## src/rtl/decode_pkg.sv

```systemverilog
// -----------------------------------------------------------------------------
// decode_pkg
// Shared definitions for the instruction decode sequencer:
//   - opcode constants (top nibble of a 16-bit instruction)
//   - sequencer state encoding
//   - packed per-cycle control word (ctrl_t) and its all-zero NOP value
//   - helper that says whether an opcode counts as a retired instruction
// -----------------------------------------------------------------------------
package decode_pkg;

   localparam int OP_W      = 4;
   localparam int ALU_WIDTH = 4;
   localparam int RAD_WIDTH = 3;

   localparam logic [OP_W-1:0] OP_NOP   = 4'h0;
   localparam logic [OP_W-1:0] OP_ALU_L = 4'h1;  // first ALU opcode
   localparam logic [OP_W-1:0] OP_ALU_H = 4'h7;  // last ALU opcode
   localparam logic [OP_W-1:0] OP_IN    = 4'h8;
   localparam logic [OP_W-1:0] OP_LOAD  = 4'h9;
   localparam logic [OP_W-1:0] OP_STORE = 4'hA;
   localparam logic [OP_W-1:0] OP_JMP   = 4'hB;
   localparam logic [OP_W-1:0] OP_BEQZ  = 4'hC;
   localparam logic [OP_W-1:0] OP_ILL_D = 4'hD;
   localparam logic [OP_W-1:0] OP_ILL_E = 4'hE;
   localparam logic [OP_W-1:0] OP_HALT  = 4'hF;

   typedef enum logic [1:0] {
      ST_DISPATCH = 2'd0,
      ST_MEM2     = 2'd1,
      ST_BUBBLE   = 2'd2,
      ST_HALT     = 2'd3
   } state_e;

   // Field order is the order the downstream pipeline register lists them.
   // "in_sel" is the INPUT control (input is a reserved word).
   typedef struct packed {
      logic                 ar;
      logic                 br;
      logic [ALU_WIDTH-1:0] alu;
      logic                 in_sel;
      logic                 wren;
      logic [RAD_WIDTH-1:0] writead;
      logic                 adr_mux;
      logic                 write;
      logic                 pc_load;
   } ctrl_t;

   localparam int    CTRL_W   = $bits(ctrl_t);
   localparam ctrl_t CTRL_NOP = '0;

   // NOP is the only opcode that does not advance the retired counter;
   // illegal opcodes are still counted.
   function automatic logic is_counted(input logic [OP_W-1:0] op);
      return (op != OP_NOP);
   endfunction

endpackage

```

## src/rtl/instr_decode_rom.sv

```systemverilog
// -----------------------------------------------------------------------------
// instr_decode_rom
// Purely combinational opcode decoder.
// Ports:
//   op_i       opcode field of the instruction
//   rd_i       destination register field
//   zero_i     ALU zero flag, decides BEQZ
//   ctrl_o     control word for the accept cycle
//   ctrl2_o    control word for the second cycle of LOAD/STORE (NOP otherwise)
//   next_o     state the sequencer moves to after the accept
//   illegal_o  opcode is one of the undefined ones
//   counted_o  instruction advances the retired counter
// -----------------------------------------------------------------------------
module instr_decode_rom
   import decode_pkg::*;
(
   input  logic [OP_W-1:0]      op_i,
   input  logic [RAD_WIDTH-1:0] rd_i,
   input  logic                 zero_i,
   output logic [CTRL_W-1:0]    ctrl_o,
   output logic [CTRL_W-1:0]    ctrl2_o,
   output logic [1:0]           next_o,
   output logic                 illegal_o,
   output logic                 counted_o
);

   ctrl_t  first_c;
   ctrl_t  second_c;
   state_e next_c;

   always_comb begin
      first_c   = CTRL_NOP;
      second_c  = CTRL_NOP;
      next_c    = ST_DISPATCH;
      illegal_o = 1'b0;

      case (op_i)
         OP_NOP: begin
         end
         OP_IN: begin
            first_c.in_sel  = 1'b1;
            first_c.write   = 1'b1;
            first_c.writead = rd_i;
         end
         OP_LOAD: begin
            first_c.ar       = 1'b1;
            first_c.adr_mux  = 1'b1;
            // rd travels with the second-cycle word so the top only has
            // to hold one registered word across the MEM2 state.
            second_c.adr_mux = 1'b1;
            second_c.write   = 1'b1;
            second_c.writead = rd_i;
            next_c           = ST_MEM2;
         end
         OP_STORE: begin
            first_c.ar       = 1'b1;
            first_c.br       = 1'b1;
            first_c.adr_mux  = 1'b1;
            second_c.adr_mux = 1'b1;
            second_c.wren    = 1'b1;
            next_c           = ST_MEM2;
         end
         OP_JMP: begin
            first_c.pc_load = 1'b1;
            next_c          = ST_BUBBLE;
         end
         OP_BEQZ: begin
            first_c.pc_load = zero_i;
            next_c          = zero_i ? ST_BUBBLE : ST_DISPATCH;
         end
         OP_ILL_D, OP_ILL_E: begin
            illegal_o = 1'b1;
         end
         OP_HALT: begin
            next_c = ST_HALT;
         end
         default: begin
            // Remaining opcodes are OP_ALU_L..OP_ALU_H: opcode is the ALU op.
            first_c.ar      = 1'b1;
            first_c.br      = 1'b1;
            first_c.alu     = op_i;
            first_c.write   = 1'b1;
            first_c.writead = rd_i;
         end
      endcase
   end

   assign ctrl_o    = first_c;
   assign ctrl2_o   = second_c;
   assign next_o    = next_c;
   assign counted_o = is_counted(op_i);

endmodule

```

## src/rtl/instr_decode_sequencer.sv

```systemverilog
// -----------------------------------------------------------------------------
// instr_decode_sequencer
// Decode stage feeding the decode pipeline register. Accepts instructions over
// valid/ready, sequences two-cycle memory ops, inserts a bubble after taken
// branches and latches HALT. All control outputs are registered.
// Ports:
//   CLK, RST_N             clock (rising edge), asynchronous active-low reset
//   INSTR_IN/INSTR_VALID   instruction from fetch and its valid
//   INSTR_READY            accept this cycle (state DISPATCH and no STALL)
//   STALL                  downstream hazard, blocks acceptance
//   ZERO_IN                ALU zero flag for BEQZ
//   AR_OUT..PC_LOAD_OUT    registered control word
//   HALTED                 HALT has been executed
//   ILLEGAL                one-cycle pulse after accepting an illegal opcode
//   RETIRED                count of accepted non-NOP instructions
// -----------------------------------------------------------------------------
module instr_decode_sequencer
   import decode_pkg::*;
#(
   parameter int INSTR_W  = 16,
   parameter int ALU_W    = 4,
   parameter int REG_AD_W = 3,
   parameter int CNT_W    = 16
)(
   input  logic                CLK,
   input  logic                RST_N,
   input  logic [INSTR_W-1:0]  INSTR_IN,
   input  logic                INSTR_VALID,
   output logic                INSTR_READY,
   input  logic                STALL,
   input  logic                ZERO_IN,
   output logic                AR_OUT,
   output logic                BR_OUT,
   output logic [ALU_W-1:0]    ALU_OUT,
   output logic                INPUT_OUT,
   output logic                WREN_OUT,
   output logic [REG_AD_W-1:0] WRITEAD_OUT,
   output logic                ADR_MUX_OUT,
   output logic                WRITE_OUT,
   output logic                PC_LOAD_OUT,
   output logic                HALTED,
   output logic                ILLEGAL,
   output logic [CNT_W-1:0]    RETIRED
);

   // Instruction fields
   logic [OP_W-1:0]      op_w;
   logic [RAD_WIDTH-1:0] rd_w;
   logic                 unused_imm;

   assign op_w       = INSTR_IN[INSTR_W-1 -: OP_W];
   assign rd_w       = INSTR_IN[11:9];
   assign unused_imm = ^INSTR_IN[8:0];

   // Decoder
   ctrl_t      rom_first;
   ctrl_t      rom_second;
   logic [1:0] rom_next;
   logic       rom_illegal;
   logic       rom_counted;

   instr_decode_rom u_rom (
      .op_i      (op_w),
      .rd_i      (rd_w),
      .zero_i    (ZERO_IN),
      .ctrl_o    (rom_first),
      .ctrl2_o   (rom_second),
      .next_o    (rom_next),
      .illegal_o (rom_illegal),
      .counted_o (rom_counted)
   );

   // State
   state_e           state_q,   state_d;
   ctrl_t            ctrl_q,    ctrl_d;
   ctrl_t            mem2_q,    mem2_d;
   logic             illegal_q, illegal_d;
   logic [CNT_W-1:0] retired_q, retired_d;
   logic             accept;

   assign INSTR_READY = (state_q == ST_DISPATCH) && !STALL;
   assign accept      = INSTR_VALID && INSTR_READY;

   always_comb begin
      state_d   = state_q;
      ctrl_d    = CTRL_NOP;
      mem2_d    = mem2_q;
      illegal_d = 1'b0;
      retired_d = retired_q;

      case (state_q)
         ST_DISPATCH: begin
            if (accept) begin
               ctrl_d    = rom_first;
               mem2_d    = rom_second;
               state_d   = state_e'(rom_next);
               illegal_d = rom_illegal;
               if (rom_counted) begin
                  retired_d = retired_q + CNT_W'(1);
               end
            end
         end
         ST_MEM2: begin
            // Second half of LOAD/STORE; STALL is deliberately ignored.
            ctrl_d  = mem2_q;
            state_d = ST_DISPATCH;
         end
         ST_BUBBLE: begin
            state_d = ST_DISPATCH;
         end
         ST_HALT: begin
            // Terminal: only reset leaves this state.
            state_d = ST_HALT;
         end
         default: begin
            state_d = ST_DISPATCH;
         end
      endcase
   end

   always_ff @(posedge CLK or negedge RST_N) begin
      if (!RST_N) begin
         state_q   <= ST_DISPATCH;
         ctrl_q    <= CTRL_NOP;
         mem2_q    <= CTRL_NOP;
         illegal_q <= 1'b0;
         retired_q <= '0;
      end else begin
         state_q   <= state_d;
         ctrl_q    <= ctrl_d;
         mem2_q    <= mem2_d;
         illegal_q <= illegal_d;
         retired_q <= retired_d;
      end
   end

   assign AR_OUT      = ctrl_q.ar;
   assign BR_OUT      = ctrl_q.br;
   assign ALU_OUT     = ctrl_q.alu;
   assign INPUT_OUT   = ctrl_q.in_sel;
   assign WREN_OUT    = ctrl_q.wren;
   assign WRITEAD_OUT = ctrl_q.writead;
   assign ADR_MUX_OUT = ctrl_q.adr_mux;
   assign WRITE_OUT   = ctrl_q.write;
   assign PC_LOAD_OUT = ctrl_q.pc_load;
   assign HALTED      = (state_q == ST_HALT);
   assign ILLEGAL     = illegal_q;
   assign RETIRED     = retired_q;

endmodule

```

## config.mk

```make
export PLATFORM = sky130hd
export DESIGN_NAME = instr_decode_sequencer
export DESIGN_NICKNAME = d
export VERILOG_FILES = /design/src/rtl/decode_pkg.sv /design/src/rtl/instr_decode_rom.sv /design/src/rtl/instr_decode_sequencer.sv
export SDC_FILE = /design/constraint.sdc
export NUM_CORES = 1
export LEC_CHECK = 0
export BUFFER_PORTS_ARGS = -buffer_cell sky130_fd_sc_hd__buf_2
export CORE_MARGIN = 2
export CORE_UTILIZATION = 44
export CTS_CLUSTER_DIAMETER = 30
export CTS_CLUSTER_SIZE = 25
export DETAILED_ROUTE_END_ITERATION = 8
export HOLD_SLACK_MARGIN = 0.03
export PLACE_DENSITY = 0.74
export SKIP_LAST_GASP = 1
export SLEW_MARGIN = 20
export SYNTH_ARGS = -nofsm -noshare
export SYNTH_HDL_FRONTEND = slang
export SYNTH_SLANG_ARGS = --single-unit
```

## constraint.sdc

```tcl
create_clock -name CLK -period 1.8 [get_ports CLK]
set_input_delay 0.36 -clock CLK [delete_from_list [all_inputs] [get_ports CLK]]
set_output_delay 0.36 -clock CLK [all_outputs]
set_load 0.02 [all_outputs]
```

# Yosys cells after proc, flatten, opt, wreduce, memory -nomap -nowiden

Cells that the tools add are included.

$add $sub $neg: 1
Equal/unequal tests: 12
Muxes and demuxes: 20
Reductions and logical operators: 15

Operators with widths:

| cell                  | number |
|---|---|
| $eq 4x4->1 const B    | 8 |
| $pmux 14 s2           | 1 |
| $add 16x1->16 const B | 1 |
| $reduce_or 8->1       | 2 |
| $mux 14               | 1 |
| $mux 1                | 10 |
| $reduce_or 9->1       | 1 |
| $pmux 2 s4            | 1 |
| $reduce_or 7->1       | 1 |
| $mux 3                | 2 |
| $pmux 2 s3            | 1 |
| $reduce_or 2->1       | 3 |
| $eq 2x2->1 const B    | 2 |
| $logic_not 4->1       | 1 |
| $mux 2                | 2 |
| $mux 4                | 1 |
| $reduce_bool 4->1     | 1 |
| $reduce_and 3->1      | 1 |
| $eq 2x1->1 const B    | 1 |
| $logic_and 1x1->1     | 2 |
| $logic_not 2->1       | 1 |
| $ne 2x2->1 const B    | 1 |
| $pmux 1 s2            | 1 |
| $reduce_and 2->1      | 1 |
| $logic_not 1->1       | 1 |

Register bits after elaboration: 39
Input bits: 21
Output and inout port bits: 33
Logic and storage cells: 64

# Depth between registers and ports, before layout

Gate-level depths: netlist of the first run.

Word-level depth: 5
Gate-level depth with buffers: 5
Mapped depth without buffers: 5

# Hierarchy

A second synthesis of the first run with hierarchy kept.

Cells, all modules: 234
Area total of the unflattened synthesis: 2269.7 um^2

By module, submodules not included:

| module                 | times used | cells an instance | area each (um^2) | seq. area each (um^2) |
|---|---|---|---|---|
| instr_decode_sequencer | 1          | 184               | 1939.4           | 1176.1 |
| instr_decode_rom       | 1          | 50                | 330.3            | 0.0 |

# Worst setup path before layout of the first run

Ideal clock, no wire load.

Path type: register -> register
From: reg state_q[0]
To: reg retired_q[11], in the netlist RETIRED[11]
Arrival: 1.755 ns
Path slack: -0.084 ns
Stages on the path, launching flop included: 6
Buffers on the path: 1
Cells stage by stage: dfrtp_1 > or4b_1 > buf_2 > nor4_4 > nand4_1 > xnor2_1

Cells in the longest elaborated chain, start to end: 4

RTL lines:

| item                                | line                                                       | source |
|---|---|---|
| start: declaration                  | instr_decode_sequencer.sv:74                               | `state_e state_q, state_d;` |
| start signal: assignment            | instr_decode_sequencer.sv:129                              | `state_q <= state_d;` |
| $logic_not 2->1 *                   | instr_decode_sequencer.sv:81, instr_decode_sequencer.sv:91 |  |
| $logic_and 1x1->1                   | instr_decode_sequencer.sv:81                               | `assign INSTR_READY = (state_q == ST_DISPATCH) && !STALL;` |
| $logic_and 1x1->1                   | instr_decode_sequencer.sv:82                               | `assign accept = INSTR_VALID && INSTR_READY;` |
| $reduce_and 3->1 (no source line) * | -                                                          |  |
| end signal: assignment              | instr_decode_sequencer.sv:133                              | `retired_q <= retired_d;` |
| end: declaration                    | instr_decode_sequencer.sv:78                               | `logic [CNT_W-1:0] retired_q, retired_d;` |

Mark *: on every way between the ends. The rest lies on a longest branch, timed or not.
A chain may end at the register's enable or synchronous reset.

# Worst setup path in the final report of the first run

Same ends and word-level chain as after synthesis.

==> results of run 1 <==
## power by group
part	total (mW)	internal (mW)	switching, mW
clock	0.551	0.271	0.280
sequential	0.889	0.882	0.00673
combinational	0.0792	0.0268	0.0524
## worst reg2reg max path, stage by stage (launching register included)
cell and delay [ns]:
dfrtp_1 0.38, or4b_4 0.58, nor4_4 0.14, buf_4 0.19, nand4_1 0.12, xnor2_1 0.15
## layer usage
layer / vias to the layer above / track usage [%] / wire, um / part of all wire (%)
li1: 619 / - / - / -
met1: 614 / 22.6 / 1400 / 42
met2: 41 / 29.8 / 1640 / 49
met3: 7 / 4.69 / 197 / 6.0
met4: 0 / 9.38 / 76 / 2.3
met5: - / 0 / 0 / 0
## path summary, 6_finish.rpt
| kind | from | end |
|---|---|---|
| worst max register to register | state_q[0] | RETIRED[11] |
| worst max-delay path | state_q[0] | RETIRED[11] |
| max in group asynchronous | RST_N | RETIRED[2] |
| min in group CLK | INSTR_IN[9] | mem2_q[3] |
| worst min-delay path | RST_N | RETIRED[7] |
| worst min register to register | RETIRED[15] | RETIRED[15] |
## synth_stat cells
cell      instances
or4b_1            1
dfrtp_1          39
a22o_1            6
clkbuf_1          4
and3_1            2
nand3b_1          1
nor3_1            3
nand2b_1          2
nor2b_1           2
a21o_1            3
nand4b_1          1
nor4_2            1
nand3_1           8
inv_1             3
xnor2_1          12
o21ai_0           1
nand2_1          18
mux2_2            1
a21oi_1           5
xor2_1            4
ha_1              1
nor4b_1           1
nand4_1           5
nor3b_1           1
nor2_1            7
and2_1            3
a32o_1            1
or2_2             1
or3_1             1
buf_2             2
nor4_1            3
nor4_4            1
conb_1            1
## kinds of logic after synthesis
| kind of cell | after synthesis | share of synthesized area [%] |
|---|---|---|
| simple gates | 62 | 21.0 |
| flops | 39 | 59.5 |
| compound gates | 16 | 7.02 |
| xor+xnor | 16 | 8.55 |
| buf+inv | 9 | 2.21 |
| fa+ha+maj | 1 | 0.763 |
| other cells | 1 | 0.229 |
| mux | 1 | 0.687 |
## flip-flops by register name, summed over array words and instances (netlist names)
signal and count:
ADR_MUX_OUT 1, ALU_OUT 4, AR_OUT 1, BR_OUT 1, ILLEGAL 1, INPUT_OUT 1, PC_LOAD_OUT 1, RETIRED 16
WREN_OUT 1, WRITEAD_OUT 3, WRITE_OUT 1, mem2_q 6, state_q 2
## through the flow
step                hold WS [ns]  util, %  setup WS [ns]  power (mW)
global placement           0.427     55.2        -0.0999       0.982
global route               0.144     57.7         0.0446        1.59
floorplan                 0.0644        -         0.0314       0.940
CTS                        0.121     57.6          0.105        1.54
finish                     0.113     57.7          0.122        1.52
detailed placement         0.437     55.2         -0.128       0.986
## layout make-up
| type | instances | area (sq um) |
|---|---|---|
| Tap cell | 48 | 60.1 |
| Inverter | 3 | 11.3 |
| Clock inverter | 1 | 5.00 |
| Timing Repair Buffer | 59 | 333 |
| Sequential cell | 39 | 976 |
| Multi-Input combinational cell | 97 | 637 |
| Clock buffer | 7 | 76.3 |
| Fill cell | 331 | 1540 |
==> metrics, run 1 <==
CP Max Fanout 9; total number of vias around 1300; endpoints failing hold 0; Site Rows 22; Die Height 65.0 um; IO Pins 54; hpwl dp roughly 2400 um; WP data arrival 1.85 ns; Port Buf Inserts 44; Remaining Overflow, GRT 0; DRC Markers 0; P&R area growth vs syn 28.0%; share of the yosys chip area belonging to registers approximately three fifths; Yosys warnings 0; placed standard-cell area about 2000 sq um; status completed; # nets final 227; Hold Path Class in2async; initial antenna violation count 0; Yosys top cell area share between 50% and 60%; cts hold-fix bufs 0; syn avg cell area 11.3 sq um; Clock Skews ~0.0052 ns; layout cells sized above 1 around a third; vias per cell roughly 5.0; non-filler cells, final ~250; most common cell after layout, fill and taps aside buf_2; Avg WL per Cell 13.0 um; Worst VDD drop 0.391 mV; clock transition at the registers of the reported paths around 0.070 ns; CP Depth 5; post-route cell area 2100 sq um; Area contributors post-synth dfrtp_1 (60%), xnor2_1 (6.4%), nand2_1 (4.1%), a22o_1 (3.2%), nand3_1 (2.4%); Setup-failing EPs final 0; Root Buffer clkbuf_8; GRT Util Overall a little under a fifth; Antenna Cells 0; H-tree depth 2; cell taking the most area after synthesis dfrtp_1; cts bufs inserted 5; PD cells between 700 and 800 nW/um^2; Slew Limit Fails 0; Die Wd 65.0 um; clock latency on the worst-skew pair 0.29 ns; first drt pass iteration count 4; first-pass GRT wire length 5780 um; Netlist cell types 33; cell chain of the critical path or4b_4, nor4_4, buf_4, nand4_1, xnor2_1; Total Wirelength 3310 um; number of global-route vias before repair 1260; Cell Area, Synth 1640 sq um; post-cts sizing count 1; most frequent cells in the layout buf_2 (44), dfrtp_1 (39), nand2_1 (18); Mapped Cells about 150; Initial Util between 40% and 50%; Crit. End Element register; Buf/Inv on CP 1; P_leak around 1.1 nW; core box area 3630 sq um; Max Root-Sink Buffers 2; unrepaired setup endpoints after global routing false; Post-CTS Setup Repair Bufs 0; clk sink count 39; startpoint types register; pin count of the biggest net entering global routing 40; Final GP Congestion roughly 0.8; CP required just under 2 ns; final clock period utilization by the worst path 93.2%; crit-path max cell delay around 0.58 ns; placed instance count ~250; CP top delay family simple AND/OR/NAND/NOR gates; full die area roughly 4200 sq um; crit path time final about 1.7 ns; Slowest cell on crit path or4b_4; 1st-iter DRT viols 60; register-to-register path setup slack about 0.12 ns; kind of critical path reg2reg; syn_nets approximately 170; Max-Cap Viols 0; Fmax slightly below 600 MHz; Worst Reg-to-Reg Cells 5; post-route setup TNS 0 ns; Yosys reg bits 39; TritonCTS clock tree built; ANT nets after route 0
(Power assumes the default switching activity.)
==> inputs of run 2 (changes only) <==
CORE_UTILIZATION = 47   (was 44)
PLACE_DENSITY = 0.75   (was 0.74)
SLEW_MARGIN = default   (was 20)
clock period = 2 ns   (was 1.8 ns; I/O delays follow)
==> run 2 against run 1 <==
- clock power is 19% lower
- first-iteration DRC count is 48% lower
- non-clock buffer count is 2 lower
- global-route usage is 0.68 points lower
- wire length is 6.1% lower
- critical path type unchanged
==> metrics, run 2 (synthesized netlist as in run 1, its figures left out) <==
# fillers 292 (-12%); PD cells 639 nW/um^2 (-12%); cell chain of the critical path or4b_1, nor4_4, buf_4, nand4_1, xnor2_1; initial antenna violation count 0 (unchanged); full die area 3980 sq um (-6.0%); Slowest cell on crit path or4b_1; Slew Limit Fails 0 (unchanged); CP required 2.23 ns (+0.26 ns); Fmax 526 MHz (-12%); core box area 3340 sq um (-8.2%); IO Pins 54 (unchanged); Remaining Overflow, GRT 0 (unchanged); Clock Skews 0.00518 ns (-0.0000472 ns); # nets final 225 (-0.88%); Die Height 63.1 um (-3.0%); DRC Markers 0 (unchanged); final clock period utilization by the worst path 95.1% (+1.8 points); kind of critical path reg2reg; Worst Reg-to-Reg Cells 5 (unchanged); cts hold-fix bufs 0 (unchanged); most frequent cells in the layout buf_2 (44), dfrtp_1 (39), nand2_1 (18); pin count of the biggest net entering global routing 40 (unchanged); layout cells sized above 1 33.3% (-1.1 points); max FFs per register 16 (unchanged); Antenna Cells 0 (unchanged); 1st-iter DRT viols 31 (-48%); post-route setup TNS 0 ns (unchanged); clock transition at the registers of the reported paths 0.11 ns (+0.04 ns); Setup-failing EPs final 0 (unchanged); Port Buf Inserts 44 (unchanged); worst slack at placement -0.0680 ns (+0.0600 ns); Worst Setup Slack, final 0.0983 ns (-0.0234 ns); post-layout util 61.7% (+3.9 points); number of global-route vias before repair 1215 (-3.6%); total number of vias 1251 (-2.3%); Max Root-Sink Buffers 2 (unchanged); clock latency on the worst-skew pair 0.34 ns (+0.05 ns); vias per cell 5.00 (-0.78%); most common cell after layout, fill and taps aside buf_2; crit-path max cell delay 0.61 ns (+0.03 ns); CP Max Fanout 9 (unchanged); Root Buffer clkbuf_4; Final GP Congestion 0.844 (+6.1%); status completed; Avg WL per Cell 12.4 um (-4.6%); ANT nets after route 0 (unchanged); Post-CTS Setup Repair Bufs 0 (unchanged); Worst VDD drop 0.414 mV (+5.9%); H-tree depth 2 (unchanged); post-cts sizing count 0 (-1); Hold Path Class in2async; Site Rows 21 (-4.5%); crit path time final 1.90 ns (+0.223 ns); TritonCTS clock tree built; cts bufs inserted 5 (unchanged); GRT Util Overall 17.6% (-0.68 points); WP data arrival 2.13 ns (+0.28 ns); hpwl dp 2280 um (-6.5%); startpoint types register; Initial Util 49.1% (+4.0 points); unrepaired setup endpoints after global routing false; Total Wirelength 3110 um (-6.1%); Max-Cap Viols 0 (unchanged); first-pass GRT wire length 5450 um (-5.6%); Die Wd 63.1 um (-3.0%); Crit. End Element register; P&R area growth vs syn 25.6%; endpoints failing hold 0 (unchanged); first drt pass iteration count 4 (unchanged); P_leak 1.08 nW (-1.6%); clk sink count 39 (unchanged); Fin Hold WS 0.0935 ns (-0.0191 ns)
## run 2: where the power goes
part / switching, mW / leakage, nW / internal [mW]
logic: 0.0462 / 0.516 / 0.0240
clock network: 0.238 / 0.0386 / 0.207
registers: 0.00549 / 0.529 / 0.793
total: 0.290 / 1.08 / 1.02
## run 2: area by class of cell
type	count	area, sq um	area share (%)
inverters	3	11.3	0.547
clock buffers	8	68.8	3.34
flip-flops and latches	39	976	47.4
well taps	46	57.6	2.80
repair buffers	57	318	15.4
multi-input cells	97	627	30.5
## run 2: per-stage QoR
stage	instance area (sq um)	power [mW]	cells
5_1_grt	2060	1.38	250
2_1_floorplan	1640	0.846	145
3_3_place_gp	1990	0.883	242
4_1_cts	2060	1.33	250
3_5_place_dp	1990	0.886	242
6_report	2060	1.31	250
## run 2: final timing paths
kind                                  start          end  slack, ns
max in group asynchronous             RST_N   RETIRED[7]       1.57
min in group CLK                INSTR_IN[9]    mem2_q[3]       0.30
worst min register to register  RETIRED[15]  RETIRED[15]       0.47
worst max register to register   state_q[0]  RETIRED[11]        0.1
worst min-delay path                  RST_N  RETIRED[10]       0.09
worst max-delay path             state_q[0]  RETIRED[11]        0.1
## run 2: critical path, delay by kind of cell (launching register included)
family | cells | cell delay, ns
simple gates | 3 | 1.05
flops | 1 | 0.39
buf+inv | 1 | 0.20
xor+xnor | 1 | 0.15
## run 2: routing by layer
metal	routed length [um]	vias to the layer above	track usage [%]	part of all wire, %
li1	-	618	-	-
met1	1440	589	22.1	46
met2	1400	39	27.9	45
met3	219	5	6.61	7.0
met4	51	0	6.67	1.6
met5	0	-	0	0
